## src/rtl/fft_pkg.sv

```systemverilog
// rtl/fft_pkg.sv - shared constants, complex sample type and bit-reverse helper
package fft_pkg;

    localparam int DEFAULT_DATA_WIDTH = 64;

    typedef struct packed {
        logic [DEFAULT_DATA_WIDTH-1:0] re;
        logic [DEFAULT_DATA_WIDTH-1:0] im;
    } cplx_t;

    // Reverses the low 'bits' bits of v; bits above are returned as zero.
    function automatic logic [31:0] bitrev(input logic [31:0] v, input int bits);
        logic [31:0] r;
        r = '0;
        for (int b = 0; b < 32; b++) begin
            if (b < bits) begin
                r = (r << 1) | ((v >> b) & 32'd1);
            end
        end
        return r;
    endfunction

endpackage

```

## src/rtl/fft_pingpong_bank.sv

```systemverilog
// rtl/fft_pingpong_bank.sv - two-bank sample store with full flags and fill/drain counters
module fft_pingpong_bank #(
    parameter int WIDTH = 128,
    parameter int N = 8,
    localparam int LOG2N = $clog2(N),
    localparam int JW = (LOG2N > 1) ? LOG2N - 1 : 1
) (
    input  logic             clk,
    input  logic             rst,
    input  logic             wr_valid,
    output logic             wr_ready,
    input  logic [WIDTH-1:0] wr_data,
    output logic             rd_valid,
    input  logic             rd_ready,
    output logic [JW-1:0]    rd_cnt,
    input  logic [LOG2N-1:0] rd_addr_a,
    input  logic [LOG2N-1:0] rd_addr_b,
    output logic [WIDTH-1:0] rd_data_a,
    output logic [WIDTH-1:0] rd_data_b
);

    localparam logic [LOG2N-1:0] WR_LAST = LOG2N'(N - 1);
    localparam logic [JW-1:0]    RD_LAST = JW'(N / 2 - 1);

    logic [WIDTH-1:0] mem [2][N];
    logic [1:0]       full;
    logic [1:0]       full_nxt;
    logic             wr_bank;
    logic             rd_bank;
    logic [LOG2N-1:0] wr_cnt;
    logic             wr_fire;
    logic             rd_fire;
    logic             wr_done;
    logic             rd_done;

    assign wr_ready = !full[wr_bank];
    assign rd_valid = full[rd_bank];
    assign wr_fire  = wr_valid && wr_ready;
    assign rd_fire  = rd_valid && rd_ready;
    assign wr_done  = wr_fire && (wr_cnt == WR_LAST);
    assign rd_done  = rd_fire && (rd_cnt == RD_LAST);

    // Fill and drain never address the same bank, so both flag updates apply.
    always_comb begin
        full_nxt = full;
        if (wr_done) full_nxt[wr_bank] = 1'b1;
        if (rd_done) full_nxt[rd_bank] = 1'b0;
    end

    always_ff @(posedge clk or posedge rst) begin
        if (rst) begin
            full    <= 2'b00;
            wr_bank <= 1'b0;
            rd_bank <= 1'b0;
            wr_cnt  <= '0;
            rd_cnt  <= '0;
        end else begin
            full <= full_nxt;
            if (wr_fire) wr_cnt <= wr_done ? '0 : wr_cnt + 1'b1;
            if (wr_done) wr_bank <= !wr_bank;
            if (rd_fire) rd_cnt <= rd_done ? '0 : rd_cnt + 1'b1;
            if (rd_done) rd_bank <= !rd_bank;
        end
    end

    always_ff @(posedge clk) begin
        if (wr_fire) mem[wr_bank][wr_cnt] <= wr_data;
    end

    assign rd_data_a = mem[rd_bank][rd_addr_a];
    assign rd_data_b = mem[rd_bank][rd_addr_b];

endmodule

```

## src/rtl/fft_2_input_pairer.sv

```systemverilog
// rtl/fft_2_input_pairer.sv - buffers natural-order frames and emits first-stage DIT butterfly pairs
module fft_2_input_pairer
    import fft_pkg::*;
#(
    parameter int DATA_WIDTH = fft_pkg::DEFAULT_DATA_WIDTH,
    parameter int N = 8
) (
    input  logic                  clk,
    input  logic                  rst,
    input  logic                  in_valid,
    output logic                  in_ready,
    input  logic [DATA_WIDTH-1:0] in_r,
    input  logic [DATA_WIDTH-1:0] in_i,
    output logic                  out_valid,
    input  logic                  out_ready,
    output logic [DATA_WIDTH-1:0] x1_r,
    output logic [DATA_WIDTH-1:0] x1_i,
    output logic [DATA_WIDTH-1:0] x2_r,
    output logic [DATA_WIDTH-1:0] x2_i,
    output logic                  out_first,
    output logic                  out_last
);

    localparam int LOG2N = $clog2(N);
    localparam int JW    = (LOG2N > 1) ? LOG2N - 1 : 1;
    localparam int W     = 2 * DATA_WIDTH;

    logic [JW-1:0]    j;
    logic [LOG2N-1:0] addr_lo;
    logic [LOG2N-1:0] addr_hi;
    logic [W-1:0]     d1;
    logic [W-1:0]     d2;

    // Pair j takes samples bitrev(j) and bitrev(j) + N/2 of the draining frame.
    always_comb begin
        addr_lo = LOG2N'(bitrev(32'(j), LOG2N - 1));
        addr_hi = addr_lo | LOG2N'(N / 2);
    end

    fft_pingpong_bank #(
        .WIDTH (W),
        .N     (N)
    ) u_bank (
        .clk       (clk),
        .rst       (rst),
        .wr_valid  (in_valid),
        .wr_ready  (in_ready),
        .wr_data   ({in_r, in_i}),
        .rd_valid  (out_valid),
        .rd_ready  (out_ready),
        .rd_cnt    (j),
        .rd_addr_a (addr_lo),
        .rd_addr_b (addr_hi),
        .rd_data_a (d1),
        .rd_data_b (d2)
    );

    assign x1_r = out_valid ? d1[W-1:DATA_WIDTH] : '0;
    assign x1_i = out_valid ? d1[DATA_WIDTH-1:0] : '0;
    assign x2_r = out_valid ? d2[W-1:DATA_WIDTH] : '0;
    assign x2_i = out_valid ? d2[DATA_WIDTH-1:0] : '0;

    assign out_first = out_valid && (j == '0);
    assign out_last  = out_valid && (j == JW'(N / 2 - 1));

endmodule

```

## config.mk

```make
export PLATFORM = sky130hd
export DESIGN_NAME = fft_2_input_pairer
export DESIGN_NICKNAME = d
export VERILOG_FILES = /design/src/rtl/fft_pkg.sv /design/src/rtl/fft_pingpong_bank.sv /design/src/rtl/fft_2_input_pairer.sv
export SDC_FILE = /design/constraint.sdc
export NUM_CORES = 2
export LEC_CHECK = 0
export CORE_MARGIN = 2
export CORE_UTILIZATION = 55
export CTS_CLUSTER_DIAMETER = 60
export CTS_CLUSTER_SIZE = 25
export DETAILED_ROUTE_END_ITERATION = 10
export PLACE_DENSITY = 0.73
export SLEW_MARGIN = 30
export SYNTH_ARGS = -nofsm -noshare
export SYNTH_HDL_FRONTEND = slang
export SYNTH_HIERARCHICAL = 1
export SYNTH_SLANG_ARGS = --single-unit
```

## constraint.sdc

```tcl
create_clock -name clk -period 44.2 [get_ports clk]
set_input_delay 4.42 -clock clk [delete_from_list [all_inputs] [get_ports clk]]
set_output_delay 4.42 -clock clk [all_outputs]
set_load 0.01 [all_outputs]
```

== Yosys cells after proc, flatten, opt, wreduce, memory -nomap -nowiden ==
Memory sizes are Yosys's and may differ from the RTL's.
Index checks and enable logic that the tools add are counted.

* Bits in registers: 9
* RAM bits: 2048
* Word-level logic and storage cells: 64
* Memories: 1

{| class="wikitable"
|+ Memories
! name !! depth !! bits a word !! read ports !! clocked after Yosys merged registers in !! write ports !! line !! RTL
|-
| u_bank.mem || 2 || 1024 || 1 || 0 || 1 || fft_pingpong_bank.sv:25 || <nowiki>logic [WIDTH-1:0] mem [2][N];</nowiki>
|}

* Add/subtract/negate cells: 2
* Order comparisons: 8
* Equality and inequality tests: 2
* Multiplexer cells: 26
* Bitwise logic cells: 7
* Reductions and logical operators: 13

{| class="wikitable"
|+ Operators by type and width
! cell !! number
|-
| two-way mux 1024 bit || 1
|-
| binary-select mux 128 bit (select 3 bit) || 2
|-
| two-way mux 128 bit || 5
|-
| demux 128 bit (select 3 bit) || 1
|-
| two-way mux 64 bit || 4
|-
| greater-or-equal comparator 4 bit, second input constant || 3
|-
| logical AND 1 bit || 9
|-
| NOT 3 -> 4 bit || 2
|-
| two-way mux 1 bit || 7
|-
| two-way mux 2 bit || 3
|-
| < comparator 1 x 2 -> 1 bit, second input constant || 2
|-
| < comparator 4 x 1 -> 1 bit, second input constant || 1
|-
| NOT 2 -> 4 bit || 1
|-
| adder 3 x 1 -> 3 bit, second input constant || 1
|-
| equality test 3 bit, second input constant || 1
|-
| zero test 1 bit || 3
|-
| two-way mux 3 bit || 1
|-
| adder 2 x 1 -> 2 bit, second input constant || 1
|-
| bitwise AND 2 bit || 1
|-
| demux 1 bit (select 1 bit) || 2
|-
| equality test 2 bit, second input constant || 1
|-
| greater-or-equal comparator 1 bit, second input constant || 2
|-
| zero test 2 bit || 1
|-
| NOT 2 bit || 1
|-
| 2 further kinds || 2
|}

== Depth between registers and ports, before layout ==
* Depth after elaboration: 8
* Gate-level depth with buffers: 10
* Gate-level depth less buffers: 5

== Modules after synthesis ==
Netlist, hierarchy kept.

{| class="wikitable"
|+ Modules (own cells, without submodules)
! module !! instances !! cells an instance !! area an instance (um2) !! seq. area each (um2)
|-
| fft_pingpong_bank || 1 || 4641 || 92443.7 || 61724.2
|-
| fft_2_input_pairer || 1 || 288 || 1911.8 || 0.0
|}

== Least setup slack after synthesis ==
No wires, ideal clock.

* Kind: input port to flip-flop
* Start point: input in_valid
* End point: memory u_bank/mem[0][1000] (netlist bit), enable pin
* Arrival: 16.695 ns
* Path slack: 26.577 ns
* Cell stages on the path: 2
* Path buffers: 0
* Cell sequence: nand2_1 > nor4_1

* Longest elaborated chain between the ends: 3

{| class="wikitable"
|+ RTL lines
! element !! line !! RTL
|-
| start: declaration || fft_2_input_pairer.sv:10 || <nowiki>input logic in_valid,</nowiki>
|-
| logical AND 1 bit || fft_pingpong_bank.sv:38 || <nowiki>assign wr_fire = wr_valid && wr_ready;</nowiki>
|-
| two-way mux 1 bit || fft_pingpong_bank.sv:67 || <nowiki>if (wr_fire) mem[wr_bank][wr_cnt] <= wr_data;</nowiki>
|-
| two-way mux 1024 bit (not written as such) || fft_pingpong_bank.sv:67 ||
|-
| end: declaration || fft_pingpong_bank.sv:25 ||
|}

Every way passes these cells.

== Worst setup path after layout ==
* Start point: register u_bank.rd_cnt[1]
* End point: output x1_i[37]

* Longest elaborated chain between the ends: 6

{| class="wikitable"
|+ RTL lines
! element !! line !! RTL
|-
| start: declaration || fft_pingpong_bank.sv:15 || <nowiki>output logic [JW-1:0] rd_cnt,</nowiki>
|-
| start signal: assignment || fft_pingpong_bank.sv:61 || <nowiki>if (rd_fire) rd_cnt <= rd_done ? '0 : rd_cnt + 1'b1;</nowiki>
|-
| OR 2 x 1 -> 2 bit || fft_pkg.sv:17 || <nowiki>r = (r << 1) | ((v >> b) & 32'd1);</nowiki>
|-
| NOT 2 -> 4 bit (not written as such) || fft_pingpong_bank.sv:70 || <nowiki>assign rd_data_a = mem[rd_bank][rd_addr_a];</nowiki>
|-
| binary-select mux 128 bit (select 3 bit) || fft_pingpong_bank.sv:70 ||
|-
| two-way mux 128 bit (not written as such) (2 in a row) || fft_pingpong_bank.sv:70 ||
|-
| net d1[37] || fft_2_input_pairer.sv:31 || <nowiki>logic [W-1:0] d1;</nowiki>
|-
| two-way mux 64 bit || fft_2_input_pairer.sv:59 || <nowiki>assign x1_i = out_valid ? d1[DATA_WIDTH-1:0] : '0;</nowiki>
|-
| end: declaration || fft_2_input_pairer.sv:17 || <nowiki>output logic [DATA_WIDTH-1:0] x1_i,</nowiki>
|}

The timed path passes the listed nets, and every way through them passes these cells. The select of a mux whose other input is x is not followed.

==> key figures <==
STA
  – Setup skew after layout: 48.5 ps
  – Setup repair after global routing missed its margin: false
  – Period minus WS final: 10910 ps
  – Worst Hold Slack: 610 ps
  – Final total negative setup slack: 0 ps
  – Number of failing setup endpoints in the final timing report: 0
  – Tightest slew margin relative to the limit: -8.68
  – Number of hold violations in the final report: 0
  – Final critical-path share of the clock period: 0.247
  – Maximum clock frequency: 91.7 MHz
  – Actual slew at the worst max-slew pin: 14480 ps
  – Count of pins over their slew limit: 444

Final layout
  – Signed area change from the synthesized netlist to the final layout: 11.6%
  – Number of nets in the finished design: 5296
  – Util after Layout: 0.616
  – Share of post-route cells with drive strength above 1: 0.235

Drt
  – Vias: 53400
  – Number of nets still failing antenna checks after routing: 0
  – Drt first pass iters: 6
  – Vias per cell: 7.09
  – Iteration-0 DRC count of the detailed router: 6974
  – Routed wire per std cell: 34.6 um
  – DRC violations left: 0
  – Drt total wl: 260000 um

Critical path
  – Capturing element of the worst setup path: x1_i[37]
  – Endpoint of the most critical register-to-register path: u_bank/mem[0][874]
  – Launching element type of the critical path: register
  – Worst r2r path cells: 6
  – Maximum single-stage delay on the critical path: 910 ps
  – Data arrival time of the worst path: 6490 ps
  – Top delay family on crit path: buffers and inverters
  – CP max stage cell: dfrtp_4
  – Logic depth of the worst path, buffers included: 9
  – Critical Path End Type: primary output
  – Worst Path Required: 39780 ps
  – Largest driver fanout on the critical path: 61
  – Chain of cells forming the critical path: buf_4, buf_6, buf_4, buf_4, mux4_2, a22oi_1, nand2_1, and2_1, clkdlybuf4s50_1
  – Critical register-to-register path startpoint: u_bank/wr_bank
  – Setup slack, reg-to-reg: 39740 ps
  – CP Buf/Inv Count: 5
  – Cell seen most often among critical-path stages: buf_4
  – Worst setup path class: register to primary output
  – Critical path startpoint: u_bank/rd_cnt[1]

Run status
  – Violated checks: slew limit
  – Run status: finished, violations left

Worst hold path
  – Worst hold-check path type: register to register

Floorplanning
  – Total Die Area: 0.175 sq mm
  – Starting utilization of the core area: 0.552
  – Vertical die dimension: 418 um
  – Total I/O pin count: 392
  – Row count: 152
  – Placeable core region: 0.171 sq mm
  – Die boundary width: 418 um

Global route
  – Total grt overflow: 0
  – Gr usage total: 0.299
  – Wire length of the first global-routing pass: 374000 um
  – Largest net degree at the start of global routing: 138
  – Vias in the first global route: 53900
  – Number of antenna violations at the first check in global routing: 35

Pwr
  – Power per standard cell area: 61.7 mW/mm^2
  – Peak VDD IR: 0.0000600 V
  – Cell internal power dissipation: 4.25 mW
  – Clock network fraction of design power: 0.221
  – Leakage power of the design: 33.1 nW
  – Power share of the combinational group: 0.407
  – Switching power share of the total: 0.346
  – Sequential share of power: 0.372
  – Switch Pwr: 2.25 mW

Clock network
  – Clock tree from TritonCTS: built
  – Post_cts resized: 0
  – Number of sinks driven by the clock tree: 2057
  – Clock Pin Slew Worst Setup and Hold Paths: 80 ps
  – Maximum count of clock buffers along a single path: 3
  – Clk root buf: clkbuf_16
  – Later-pin clock latency in the skew report: 850 ps
  – Post-CTS Hold Buffers: 0
  – # Post-CTS Setup Buffers: 0
  – Maximum level of the CTS H-tree: 4
  – Total CTS buffers: 138

Yosys
  – Average footprint of a synthesized cell: 19.1 sq um
  – Synthesized flop and latch total: 2057
  – Post-synth EDFFs: 2048
  – Share of async-settable or async-resettable flops after synthesis: 0.00438
  – Cells after synthesis: 4929
  – Number of warning messages in the yosys log: 6
  – Register area share after synthesis: 0.654
  – Top-count cell post-synth: edfxtp_1
  – Cell area after synthesis: 0.0944 sq mm
  – Leading cell types by total area after synthesis: edfxtp_1, mux4_2, a22oi_1
  – Top FF cell, synth: edfxtp_1
  – Number of different library cells in the post-synthesis netlist: 33
  – Most area-hungry cell type in the Yosys netlist: edfxtp_1
  – Top cell types by occurrence after synthesis: edfxtp_1, mux4_2, a22oi_1
  – Area fraction of the dominant cell type after synthesis: 0.652

Placement
  – Half-perimeter wire length after detailed placement: 138000 um
  – GPL Wtd Cong: 0.793
  – Count of buffers from port buffering: 391

Run
  – Max-Cap Viols: 0
sequential cells by signal, summed over array words and instances, names as in the netlist:
signal          flops
u_bank/wr_cnt       3
u_bank/rd_cnt       2
u_bank/mem       2048
u_bank/rd_bank      1
u_bank/full         2
u_bank/wr_bank      1
stage by stage:
| stage | worst slack (ps) | cells | area (sq um) | power, mW |
|---|---|---|---|---|
| after CTS | 32870 | 7507 | 105000 | 6.42 |
| after global placement | 33850 | 7248 | 100000 | 4.96 |
| after detailed placement | 33810 | 7252 | 100000 | 5.00 |
| final | 33290 | 7524 | 105000 | 6.50 |
| after floorplan | 26580 | 4931 | 94400 | 4.32 |
| after global routing | 32800 | 7522 | 105000 | 6.75 |
placed cells by master, fill, tap and decap left out, types with 6 or more instances in the layout:
master / instances
buf_12: 17
nor2_1: 28
inv_12: 9
inv_16: 7
buf_4: 69
nor2_4: 15
a22oi_1: 545
mux2i_1: 341
nor2b_4: 6
diode_2: 15
nand2_1: 238
clkdlybuf4s50_1: 391
and2_1: 258
nand3_1: 86
clkinv_8: 16
clkinvlp_4: 13
o22ai_1: 52
clkbuf_16: 138
inv_8: 13
edfxtp_1: 2048
bufinv_16: 12
buf_6: 14
inv_6: 17
mux4_2: 854
dfrtp_1: 6
clkinv_4: 14
worst min path at each step:
stage / from / to / slack (ps) / cells past startpoint
2_1_floorplan: u_bank/full[0] / u_bank/full[0] / 510 / 2
3_3_place_gp: u_bank/wr_cnt[1] / u_bank/wr_cnt[1] / 560 / 2
3_5_place_dp: u_bank/full[0] / u_bank/full[0] / 590 / 2
4_1_cts: u_bank/full[0] / u_bank/full[0] / 610 / 2
5_1_grt: u_bank/wr_cnt[1] / u_bank/wr_cnt[1] / 660 / 2
6_report: u_bank/wr_cnt[1] / u_bank/wr_cnt[1] / 610 / 2
kinds of logic after synthesis:
kind of cell               Yosys count  share of synthesized area
DFF                               2057                      0.654
muxes                             1197                      0.240
and+or+nand+nor                    658                     0.0350
AOI/OAI and AO/OA                  607                     0.0474
buffers and inverters              404                     0.0226
adders and majority gates            3                   0.000398
other                                2                  0.0000796
xor gates and xnor gates             1                  0.0000928
per-layer routing:
layer  up-vias  track usage  wire, um
met5         -            0       168
met4        26        0.136     11600
met3       578       0.0505     25200
met2      3060        0.494    130000
met1     28300        0.392     92900
li1      21400            -         -
power groups by stage:
| stage | Combinational [mW] | Sequential (mW) | Clock (mW) |
|---|---|---|---|
| after CTS | 2.55 | 2.41 | 1.45 |
| final | 2.65 | 2.41 | 1.43 |
| after global routing | 2.79 | 2.43 | 1.53 |
| after floorplan | 1.87 | 2.45 | 0 |
| after detailed placement | 2.55 | 2.46 | 0 |
| after global placement | 2.51 | 2.45 | 0 |
worst register-to-register path: stages (launching register included):
cell	delay, ps
dfrtp_1	500
mux2i_1	320
and2_1	250
nand3b_1	330
nor2_4	880
buf_4	920
buf_4	870
final cells by class:
cell class | instances | area (sq um)
inverters | 1 | 3.75
fillers | 11800 | 65700
well taps | 2233 | 2790
repair buffers | 493 | 4980
clock buffers | 141 | 3460
multi-input cells | 2470 | 30700
diodes | 15 | 37.5
flip-flops and latches | 2057 | 61700
clock inverters | 114 | 1580
Note: power is estimated with default switching activity, not from simulation.
